**config.mk**
```make
export PLATFORM = sky130hd
export DESIGN_NAME = prefix_adder_seq
export DESIGN_NICKNAME = d
export VERILOG_FILES = /design/src/rtl/prefix_adder_seq.sv
export SDC_FILE = /design/constraint.sdc
export NUM_CORES = 1
export LEC_CHECK = 0
export CORE_ASPECT_RATIO = 1.2
export CORE_MARGIN = 4
export CORE_UTILIZATION = 57
export DETAILED_ROUTE_END_ITERATION = 6
export PLACE_DENSITY = 0.84
export SLEW_MARGIN = 5
export SYNTH_ARGS = -nofsm -noshare
export SYNTH_HDL_FRONTEND = slang
export SYNTH_SLANG_ARGS = --single-unit
```
**constraint.sdc**
```tcl
create_clock -name clk -period 2.9 [get_ports clk]
set_clock_uncertainty 0.15 [all_clocks]
set_input_delay 0.58 -clock clk [delete_from_list [all_inputs] [get_ports clk]]
set_output_delay 0.58 -clock clk [all_outputs]
set_load 0.01 [all_outputs]
```
**src/rtl/prefix_adder_seq.sv**
```systemverilog
// prefix_adder_seq: iterative Kogge-Stone adder.
// A generate/propagate bank is folded one prefix level per clock, so an add
// takes LEVELS+1 edges after acceptance. The carry-in is merged into bit 0
// up front, which makes every final G[i] the carry out of bit i directly.
module prefix_adder_seq #(
   parameter int WIDTH = 16
) (
   input  logic             clk,
   input  logic             rst,
   input  logic             start,
   input  logic [WIDTH-1:0] a,
   input  logic [WIDTH-1:0] b,
   input  logic             cin,
   output logic             busy,
   output logic             done,
   output logic [WIDTH-1:0] sum,
   output logic             cout
);

   localparam int LEVELS = $clog2(WIDTH);
   localparam int LVL_W  = (LEVELS > 1) ? $clog2(LEVELS) : 1;
   localparam logic [LVL_W-1:0] LAST_LVL = LVL_W'(LEVELS - 1);

   typedef enum logic [1:0] {
      S_IDLE   = 2'd0,
      S_PREFIX = 2'd1,
      S_SUM    = 2'd2
   } state_t;

   state_t           state_q, state_d;
   logic [WIDTH-1:0] g_q, g_d;
   logic [WIDTH-1:0] p_q, p_d;
   logic [WIDTH-1:0] pr_q, pr_d;
   logic [WIDTH-1:0] sum_q, sum_d;
   logic             cinr_q, cinr_d;
   logic             cout_q, cout_d;
   logic             done_q, done_d;
   logic [LVL_W-1:0] lvl_q, lvl_d;

   // State register; reset aborts any add in flight.
   always_ff @(posedge clk) begin
      if (rst) state_q <= S_IDLE;
      else     state_q <= state_d;
   end

   // Next-state: accept in IDLE, walk the prefix levels, then form the sum.
   always_comb begin
      state_d = state_q;
      case (state_q)
         S_IDLE:   if (start) state_d = S_PREFIX;
         S_PREFIX: if (lvl_q == LAST_LVL) state_d = S_SUM;
         S_SUM:    state_d = S_IDLE;
         default:  state_d = S_IDLE;
      endcase
   end

   // Outputs: busy follows the FSM, result fields come from their registers.
   always_comb begin
      busy = (state_q != S_IDLE);
      done = done_q;
      sum  = sum_q;
      cout = cout_q;
   end

   // Datapath next values; the prefix step shifts by d = 2^level, and P is
   // shifted with ones filled in so bits below d keep their P unchanged.
   always_comb begin
      int d;
      g_d    = g_q;
      p_d    = p_q;
      pr_d   = pr_q;
      cinr_d = cinr_q;
      lvl_d  = lvl_q;
      sum_d  = sum_q;
      cout_d = cout_q;
      done_d = 1'b0;
      d      = 1 << lvl_q;
      case (state_q)
         S_IDLE: begin
            if (start) begin
               pr_d   = a ^ b;
               g_d    = a & b;
               p_d    = a ^ b;
               g_d[0] = (a[0] & b[0]) | ((a[0] ^ b[0]) & cin);
               p_d[0] = 1'b0;
               cinr_d = cin;
               lvl_d  = '0;
            end
         end
         S_PREFIX: begin
            g_d   = g_q | (p_q & (g_q << d));
            p_d   = p_q & ~((~p_q) << d);
            lvl_d = (lvl_q == LAST_LVL) ? '0 : lvl_q + LVL_W'(1);
         end
         S_SUM: begin
            sum_d  = pr_q ^ {g_q[WIDTH-2:0], cinr_q};
            cout_d = g_q[WIDTH-1];
            done_d = 1'b1;
         end
         default: ;
      endcase
   end

   // Datapath registers; done is a single-cycle pulse, sum/cout hold.
   always_ff @(posedge clk) begin
      if (rst) begin
         g_q    <= '0;
         p_q    <= '0;
         pr_q   <= '0;
         sum_q  <= '0;
         cinr_q <= 1'b0;
         cout_q <= 1'b0;
         done_q <= 1'b0;
         lvl_q  <= '0;
      end else begin
         g_q    <= g_d;
         p_q    <= p_d;
         pr_q   <= pr_d;
         sum_q  <= sum_d;
         cinr_q <= cinr_d;
         cout_q <= cout_d;
         done_q <= done_d;
         lvl_q  <= lvl_d;
      end
   end

endmodule

```
==> reports/results.ini <==
[critical_path]
r2r-start = lvl_q[0]
timing_worst_setup_path_type = reg -> reg
critPathLaunchType = register
worst_setup_path_startpoint = lvl_q[0]
worst_setup_end_kind = register
crit_required_ps = 2990
rr_endpoint = g_q[10]
ff2ff_setup_slack_ps = 160
timing.critical_path.arrival_ps = 2830
reg2reg_depth = 7
critical_path.max_fanout = 13

[die]
chipHeight_um = 106
initial_utilization_pct = 58.9
core_area_mm2 = 0.00771
io-pin-count = 55
fp-row-count = 35
fp.dieW_um = 89.5
design.die.area_mm2 = 0.00947

[routing]
wirelength_met1_mm = 5.37
initialDrtViolationCount = 409
vias_per_cell = 6.63
route.vias.total = 4395
drc_errors = 0
wl_per_cell_um = 20.3
detail_route.wirelength_mm = 13.5
top_signal_layer_used = met4
dr_wl_met3_mm = 1.12
routed_length_on_met2_mm = 6.46
drt_pass1_iterations = 5
drt.antenna.violating_nets = 0

[synthesis]
synthesis.instances = 530
synth.net_count = 588
yosys_warnings = 0
synth.distinct_cells = 58
synth.ff_latch_count = 71
synth_top_flop_cell = sky130_fd_sc_hd__dfxtp_1
synth-edff-count = 0
postSynthAreaPerCell_um2 = 8.57
asyncSetResetFlopFracSynth_pct = 0
synth_seq_area_share_pct = 31.3
syn-cell-area_mm2 = 0.00454

[hold_path]
hold-path-endpoint = pr_q[7]
hold_path_startpoint = pr_q[7]
holdCritPathClass = reg -> reg
worst_hold_path.num_cells = 2

[sta]
maxClockFrequency_mhz = 364
setup_tns_ps = 0
postLayoutSetupSlackWorst_ps = 155
final_max_slew_viol_count = 0
headroom_to_the_max_slew_limit_pct = 46.5
timing.final.crit_period_ps = 2740
setup_viol_count_final = 0
timing_hold_violations_final = 0
unrepaired_setup_endpoints_after_global_routing = false
layout_worst_path_cycle_share_pct = 94.7
tightestPinTransition_ps = 802

[clock_network]
cts_repair_resize_count = 0
clock_tree.buffer_depth = 2
hold_buffers = 0
clkLatencyLatePin_ps = 340
clockRootBuffer = sky130_fd_sc_hd__clkbuf_8
tritoncts = done
clk_transition_reported_paths_ps = 70
tritoncts_num_sinks = 71
number_of_clock_buffers_inserted_by_tritoncts = 9
cts.repair_timing.setup_buffer_count = 0
htree_num_levels = 3

[power]
power.leakage_nw = 1.96
pwr-share-clk_pct = 32.5
p_seq_share_pct = 45.6
power_w = 0.00238
pwr_density_cell_mw_per_mm2 = 448
total_switching_power_w = 0.000727
p_int_w = 0.00165
p_comb_share_pct = 21.9
vdd.ir_drop.worst_uv = 299
switching_share_pct = 30.6

[layout]
drive_gt1_share_pct = 11.2
finish.net_count = 625
n_antenna_cell = 0
syn2layout_area_growth_pct = 16.9
fill_cells = 639
finalInstanceArea_mm2 = 0.00531

[run_status]
status = finished clean

[global_routing]
globalRoute.totalOverflow = 0
grt_first_pass_wirelength_mm = 21.6
track_usage_pct = 29.4
via_count_of_the_first_global_routing_pass = 4112
grt_max_degree = 44
initial_antenna_violation_count = 0

[run]
timing.max_cap.violations = 0

[placement]
buffer_ports.inserted = 54
gp_congestion = 0.973
post-dp-hpwl_mm = 9.75
postPlaceCellArea_mm2 = 0.00512
dp_worst_setup_slack_ps = 221

[per-layer routing]
| layer | vias to the layer above | GRT usage [%] |
|---|---|---|
| li1 | 2022 | - |
| met1 | 2084 | 40.4 |
| met2 | 236 | 45.4 |
| met3 | 53 | 4.22 |
| met4 | 0 | 12.7 |
| met5 | - | 0 |
[cells by family (layout without fill, tap and decap cells)]
logic type,count (synthesis),after routing,synth area share [%]
compound gates,136,136,19.7
simple gates,171,171,16.8
mux,56,56,16.9
xor+xnor,16,16,3.09
flops,71,71,31.3
buf+inv,58,99,6.14
fa+ha+maj,22,22,6.06
[critical path, cell delays in order, from the launching register on]
cell and delay (ps):
sky130_fd_sc_hd__dfxtp_1 370, sky130_fd_sc_hd__inv_1 120, sky130_fd_sc_hd__ha_1 590, sky130_fd_sc_hd__mux2i_1 150, sky130_fd_sc_hd__o21ai_0 490, sky130_fd_sc_hd__mux2i_1 200
sky130_fd_sc_hd__o221a_2 310, sky130_fd_sc_hd__a2111oi_2 260
[cells in the final DEF (no fill, tap or decap), types with 2 or more instances in the layout]
master / instances
sky130_fd_sc_hd__nor4_1: 4
sky130_fd_sc_hd__buf_4: 16
sky130_fd_sc_hd__xnor2_1: 16
sky130_fd_sc_hd__nor2_1: 47
sky130_fd_sc_hd__o2111ai_1: 2
sky130_fd_sc_hd__mux4_2: 7
sky130_fd_sc_hd__clkdlybuf4s50_1: 53
sky130_fd_sc_hd__o211ai_1: 2
sky130_fd_sc_hd__nand3b_1: 5
sky130_fd_sc_hd__a211oi_1: 22
sky130_fd_sc_hd__a31oi_1: 11
sky130_fd_sc_hd__o221ai_1: 5
sky130_fd_sc_hd__nand2_1: 73
sky130_fd_sc_hd__o21ai_0: 13
sky130_fd_sc_hd__ha_1: 22
sky130_fd_sc_hd__o311ai_0: 2
sky130_fd_sc_hd__and2_1: 2
sky130_fd_sc_hd__clkinv_4: 2
sky130_fd_sc_hd__dfxtp_1: 71
sky130_fd_sc_hd__mux2_2: 16
sky130_fd_sc_hd__nand3_1: 11
sky130_fd_sc_hd__mux4_1: 6
sky130_fd_sc_hd__a21oi_1: 51
sky130_fd_sc_hd__nor3_1: 9
sky130_fd_sc_hd__clkinv_2: 3
sky130_fd_sc_hd__a311oi_1: 12
sky130_fd_sc_hd__nand2b_1: 5
sky130_fd_sc_hd__clkbuf_8: 9
sky130_fd_sc_hd__nor2b_1: 3
sky130_fd_sc_hd__a32oi_1: 2
sky130_fd_sc_hd__mux2i_1: 27
sky130_fd_sc_hd__inv_1: 11
sky130_fd_sc_hd__buf_12: 2
[state kept, by name, summed over array words and instances (netlist names)]
name     flops
cinr_q       1
cout         1
done         1
g_q         16
lvl_q        2
p_q         16
pr_q        16
state_q      2
sum         16
[power groups by stage]
stage	combinational [W]	clock, W	sequential (W)
after global routing	0.000561	0.000826	0.00109
final	0.000520	0.000772	0.00108
after detailed placement	0.000509	0	0.00110
after global placement	0.000501	0	0.00110
after floorplan	0.000358	0	0.00108
after CTS	0.000512	0.000782	0.00108
[final cells by class]
cell class / instances / area [µm²] / share of cell area, %
inverter: 12 / 45.0 / 0.849
sequential: 71 / 1420 / 26.8
clock buffer: 9 / 124 / 2.33
tap: 92 / 115 / 2.17
clock inverter: 6 / 62.6 / 1.18
timing repair buffer: 72 / 696 / 13.1
multi-input combinational: 401 / 2840 / 53.6
[cell usage after synthesis, types with 3 or more instances]
cell type	n	share of area (%)
sky130_fd_sc_hd__buf_2	19	2.1
sky130_fd_sc_hd__a311oi_1	12	2.3
sky130_fd_sc_hd__nand3_1	11	1.2
sky130_fd_sc_hd__clkbuf_1	19	1.6
sky130_fd_sc_hd__buf_4	4	0.66
sky130_fd_sc_hd__o221ai_1	5	0.96
sky130_fd_sc_hd__buf_6	3	0.74
sky130_fd_sc_hd__nor2_1	47	3.9
sky130_fd_sc_hd__inv_1	11	0.91
sky130_fd_sc_hd__nand2b_1	5	0.69
sky130_fd_sc_hd__ha_1	22	6.1
sky130_fd_sc_hd__a31oi_1	11	1.5
sky130_fd_sc_hd__mux4_2	7	3.5
sky130_fd_sc_hd__a21oi_1	51	5.6
sky130_fd_sc_hd__mux2i_1	27	6.0
sky130_fd_sc_hd__a211oi_1	22	3.6
sky130_fd_sc_hd__nor4_1	4	0.55
sky130_fd_sc_hd__mux4_1	6	3.5
sky130_fd_sc_hd__o21ai_0	13	1.4
sky130_fd_sc_hd__xnor2_1	16	3.1
sky130_fd_sc_hd__mux2_2	16	4.0
sky130_fd_sc_hd__nand2_1	73	6.0
sky130_fd_sc_hd__nand3b_1	5	0.83
sky130_fd_sc_hd__nor3_1	9	0.99
sky130_fd_sc_hd__dfxtp_1	71	31
sky130_fd_sc_hd__nor2b_1	4	0.55
[per-stage QoR]
stage          util [%]  std cells  hold WS [ps]
2_1_floorplan         -        530           299
3_3_place_gp       66.4        648           304
6_report           68.9        663           318
5_1_grt            68.9        663           340
4_1_cts            68.9        663           320
3_5_place_dp       66.4        648           310
[worst max path at each step]
stage / endpoint / slack (ps)
floorplan: g_q[8] / 780
global placement: g_q[10] / 240
detailed placement: g_q[10] / 220
CTS: g_q[10] / 180
global route: p_q[11] / 50
finish: g_q[10] / 160
Power figures use the tool's default switching activity.
